$ cat src/rtl/h_bit_serializer.sv
// LSB-first parallel-to-serial converter with a valid/ready output handshake.
// One word is in flight at a time; done pulses for one cycle after the final bit.
module h_bit_serializer #(
    parameter int WIDTH = 16
) (
    input  logic             clock,
    input  logic             reset_n,
    input  logic [WIDTH-1:0] in,
    input  logic             load,
    output logic             ready,
    output logic             out,
    output logic             out_valid,
    input  logic             out_ready,
    output logic             last,
    output logic             done
);

    localparam int CW = (WIDTH > 1) ? $clog2(WIDTH) : 1;
    localparam logic [CW-1:0] LAST_COUNT = CW'(WIDTH - 1);

    typedef enum logic {
        IDLE  = 1'b0,
        SHIFT = 1'b1
    } state_t;

    state_t           state_reg;
    state_t           state_next;
    logic [WIDTH-1:0] shift_reg;
    logic [WIDTH-1:0] shift_next;
    logic [CW-1:0]    count_reg;
    logic [CW-1:0]    count_next;
    logic             done_reg;
    logic             done_next;

    logic             in_shift;
    logic             at_last;
    logic             transfer;

    assign in_shift = (state_reg == SHIFT);
    assign at_last  = in_shift && (count_reg == LAST_COUNT);
    // A transfer needs out_valid, which is simply "in SHIFT".
    assign transfer = in_shift && out_ready;

    always_ff @(posedge clock or negedge reset_n) begin
        if (!reset_n) begin
            state_reg <= IDLE;
            shift_reg <= '0;
            count_reg <= '0;
            done_reg  <= 1'b0;
        end else begin
            state_reg <= state_next;
            shift_reg <= shift_next;
            count_reg <= count_next;
            done_reg  <= done_next;
        end
    end

    always_comb begin
        state_next = state_reg;
        shift_next = shift_reg;
        count_next = count_reg;
        done_next  = 1'b0;
        case (state_reg)
            IDLE: begin
                if (load) begin
                    shift_next = in;
                    count_next = '0;
                    state_next = SHIFT;
                end
            end
            SHIFT: begin
                // load is deliberately not looked at here: the word in flight is protected.
                if (transfer) begin
                    shift_next = shift_reg >> 1;
                    if (at_last) begin
                        state_next = IDLE;
                        done_next  = 1'b1;
                    end else begin
                        count_next = count_reg + 1'b1;
                    end
                end
            end
            default: begin
                state_next = IDLE;
            end
        endcase
    end

    // Outputs depend only on registered state, never on load or out_ready.
    assign ready     = !in_shift;
    assign out_valid = in_shift;
    assign out       = in_shift && shift_reg[0];
    assign last      = at_last;
    assign done      = done_reg;

endmodule
$ cat config.mk
export PLATFORM = sky130hd
export DESIGN_NAME = h_bit_serializer
export DESIGN_NICKNAME = d
export VERILOG_FILES = /design/src/rtl/h_bit_serializer.sv
export SDC_FILE = /design/constraint.sdc
export NUM_CORES = 1
export LEC_CHECK = 0
export BUFFER_PORTS_ARGS = -buffer_cell sky130_fd_sc_hd__buf_2
export CAP_MARGIN = 10
export CELL_PAD_IN_SITES_DETAIL_PLACEMENT = 0
export CELL_PAD_IN_SITES_GLOBAL_PLACEMENT = 1
export CORE_ASPECT_RATIO = 1.25
export CORE_MARGIN = 3
export CORE_UTILIZATION = 25
export CTS_CLUSTER_DIAMETER = 30
export DETAILED_ROUTE_END_ITERATION = 12
export GPL_TIMING_DRIVEN = 0
export PLACE_DENSITY = 0.5
export SETUP_SLACK_MARGIN = 0.4
export SLEW_MARGIN = 20
export SYNTH_ARGS = -nofsm -noshare
export SYNTH_HDL_FRONTEND = slang
export SYNTH_SLANG_ARGS = --single-unit
export TNS_END_PERCENT = 100
$ cat constraint.sdc
create_clock -name clock -period 3.2 [get_ports clock]
set_input_delay 0 -clock clock [delete_from_list [all_inputs] [get_ports clock]]
set_output_delay 0 -clock clock [all_outputs]
set_load 0.01 [all_outputs]
==> key figures <==
Outcome
  – Outcome: complete, no violations

Synthesis
  – Post-Syn Nets: 128
  – Cell taking the most area after synthesis: dfrtp_1
  – Mapped Cells: 107
  – Register area share after synthesis: 0.502
  – Top cells by area, synth: dfrtp_1 (50%), mux2i_1 (14%), nand2_1 (6.5%)
  – Most common cell in the netlist: dfrtp_1
  – Most used DFF post-synth: dfrtp_1
  – Mapped Area: 0.00110 sq mm
  – Post-synth top area share: 0.502
  – Synth cell types: 25
  – Mean post-synth cell area: 10.2 sq um
  – FFs w/ async S/R, synth: 1.00
  – Commonest cells in the netlist: dfrtp_1 (22), nand2_1 (19), mux2i_1 (15), o21ai_0 (13), nor2_1 (5)
  – Ys Warns: 0
  – Synth Register Bits: 22
  – Post-synth EDFFs: 0

Worst setup path
  – Crit path launch type: flip-flop
  – Critical R2R Launch: count_reg[0]$_DFFE_PN0P_
  – Crit-path cells: ha_1 > and3_1 > mux2_2 > o211ai_1
  – Reg-to-reg endpoint: count_reg[0]$_DFFE_PN0P_
  – CP Class: reg -> reg
  – Crit path largest cell delay: 0.41 ns
  – Worst endpoint required time: 3.38 ns
  – CP arrival: 1.58 ns
  – CP endpoint kind: flip-flop
  – Worst path slowest cell: dfrtp_1
  – R2R setup slack: 1.80 ns
  – Buf/Inv on CP: 0
  – CP delay by family, top: flip-flops
  – FF-to-FF path depth: 4
  – Worst Setup SP: count_reg[0]$_DFFE_PN0P_
  – CP max FO: 5

Timing
  – Max frequency: 713 MHz
  – Final worst slack: 1.80 ns
  – Setup violators final: 0
  – Slew @ Worst Pin: 0.524 ns
  – Rel. slew slack: 0.651
  – Hold slack: 0.00868 ns
  – Final worst path period need: 1.40 ns
  – Final Slew Violations: 0
  – Tcrit/Tclk final: 0.438
  – Clock Skew: 0.00768 ns
  – Setup_tns: 0 ns
  – Final hold violation count: 0
  – RSZ-0062 raised after global routing: false

Floorplan
  – Die area: 0.00522 sq mm
  – Num rows: 26
  – I/O Pins: 25
  – Die Wd: 65.2 microns
  – Total core area: 0.00416 sq mm
  – Initial Util: 0.263
  – Die Y: 80.0 microns

Global route
  – Initial antenna violation count: 0
  – Vias in the first global route: 866
  – Largest net degree at the start of global routing: 23
  – Gr usage total: 0.102
  – First-pass GRT wire length: 4060 microns
  – Grt total ovfl: 0

Clocking
  – CTS sink cnt: 22
  – Clk_lat worst skew: 0.26 ns
  – Post-CTS Setup Bufs: 0
  – Root Driver: clkbuf_8
  – TritonCTS Buffers: 3
  – CTS Buffer Depth: 2
  – CTS tree: done
  – CTS HTree Levels: 1
  – Clock Pin Slew Worst Setup and Hold Paths: 0.08 ns

Drt
  – Drt first-iter violations: 45
  – WL/cell: 12.5 microns
  – ANT nets after route: 0
  – DRC viols: 0
  – Vias/cell: 4.46
  – Final wirelength: 2380 microns
  – Total number of vias: 852
  – First-pass DRT Iterations: 4

Finish
  – Diode count: 0
  – Largest register FFs: 16
  – Storage cell area: 551 sq um
  – Area grow syn2layout: 22.8%
  – Layout cells sized above 1: 0.267
  – Final instance area: 0.00135 sq mm
  – Multi-input gate area: 483 sq um
  – Core Util, Final: 0.323
  – Filler cell count: 481
  – Total Nets Final: 157

Worst hold path
  – Hold Path Depth: 3
  – Worst hold path type: in -> reg
  – Hold path start: in[7]
  – Worst hold path endpoint: shift_reg[7]$_DFFE_PN0P_

Place
  – Area after DPL: 0.00128 sq mm
  – DP HPWL: 1790 microns
  – Port Buffers: 23
  – Setup WS pre-CTS: 1.80 ns
  – GPL Wtd Cong: 0.676

Power
  – Peak VDD IR: 0.242 mV
  – Static Leak: 0.717 nW
  – Power per cell area: 730 mW/mm^2

Run
  – Maxcap violations: 0
-- timing repair --
item                                    4_1_cts  5_1_grt
gates resized for setup                       0        0
endpoints found under the setup margin        0        0
hold endpoints to repair                     22        0
hold buffers                                  1        0
-- worst min-delay path: stages --
cell and delay [ns]:
buf_2 0.08, mux2i_1 0.05, o21ai_1 0.10
-- placed cells by master (no fill, tap or decap), types with 3 or more instances in the layout --
cell type | synthesis | routed
buf_2 | 2 | 25
inv_1 | 3 | 3
a21oi_1 | 4 | 4
dfrtp_1 | 22 | 22
mux2i_1 | 15 | 15
nand2_1 | 19 | 19
nor2_1 | 5 | 5
o21ai_0 | 13 | 13
buf_6 | 3 | 3
nand3_1 | 3 | 3
clkbuf_8 | 0 | 4
-- layout make-up --
class                   count  area share
plain buffers               6      0.0381
clock buffers               4      0.0409
inverters                   3     0.00836
multi-input cells          76       0.359
flip-flops and latches     22       0.409
well taps                  56      0.0520
repair buffers             24      0.0929
-- routing by layer --
metal,vias to the layer above,track usage,share of wire
li1,428,-,-
met1,403,0.129,0.45
met2,19,0.171,0.49
met3,2,0.0211,0.051
met4,0,0.0373,0.0063
met5,-,0,0
-- report_power, final --
part / internal, W / switching [W] / leakage (nW) / total [W]
sequential: 0.000389 / 0.0000763 / 0.280 / 0.000465
clock: 0.000109 / 0.0000854 / 0.0288 / 0.000195
combinational: 0.000158 / 0.000165 / 0.408 / 0.000323
-- per-stage QoR --
step	total power [W]	cells
after floorplan	0.000701	107
after detailed placement	0.000800	186
final	0.000983	191
after global placement	0.000790	186
after global routing	0.00108	191
after CTS	0.00100	191
-- how the worst max path moves through the flow --
stage,to,slack [ns],cells past startpoint
global route,count_reg[0]$_DFFE_PN0P_,1.71,4
CTS,count_reg[0]$_DFFE_PN0P_,1.79,4
global placement,count_reg[0]$_DFFE_PN0P_,1.80,4
floorplan,count_reg[0]$_DFFE_PN0P_,1.94,4
finish,count_reg[0]$_DFFE_PN0P_,1.80,4
detailed placement,count_reg[0]$_DFFE_PN0P_,1.80,4
-- cells by family after synthesis --
| family | count (synthesis) | synth area share |
|---|---|---|
| buffers and inverters | 9 | 0.0571 |
| DFF | 22 | 0.502 |
| muxes | 18 | 0.178 |
| AOI/OAI and AO/OA | 24 | 0.120 |
| adders and majority gates | 1 | 0.0114 |
| and+or+nand+nor | 33 | 0.131 |
Power figures use the tool's default switching activity.
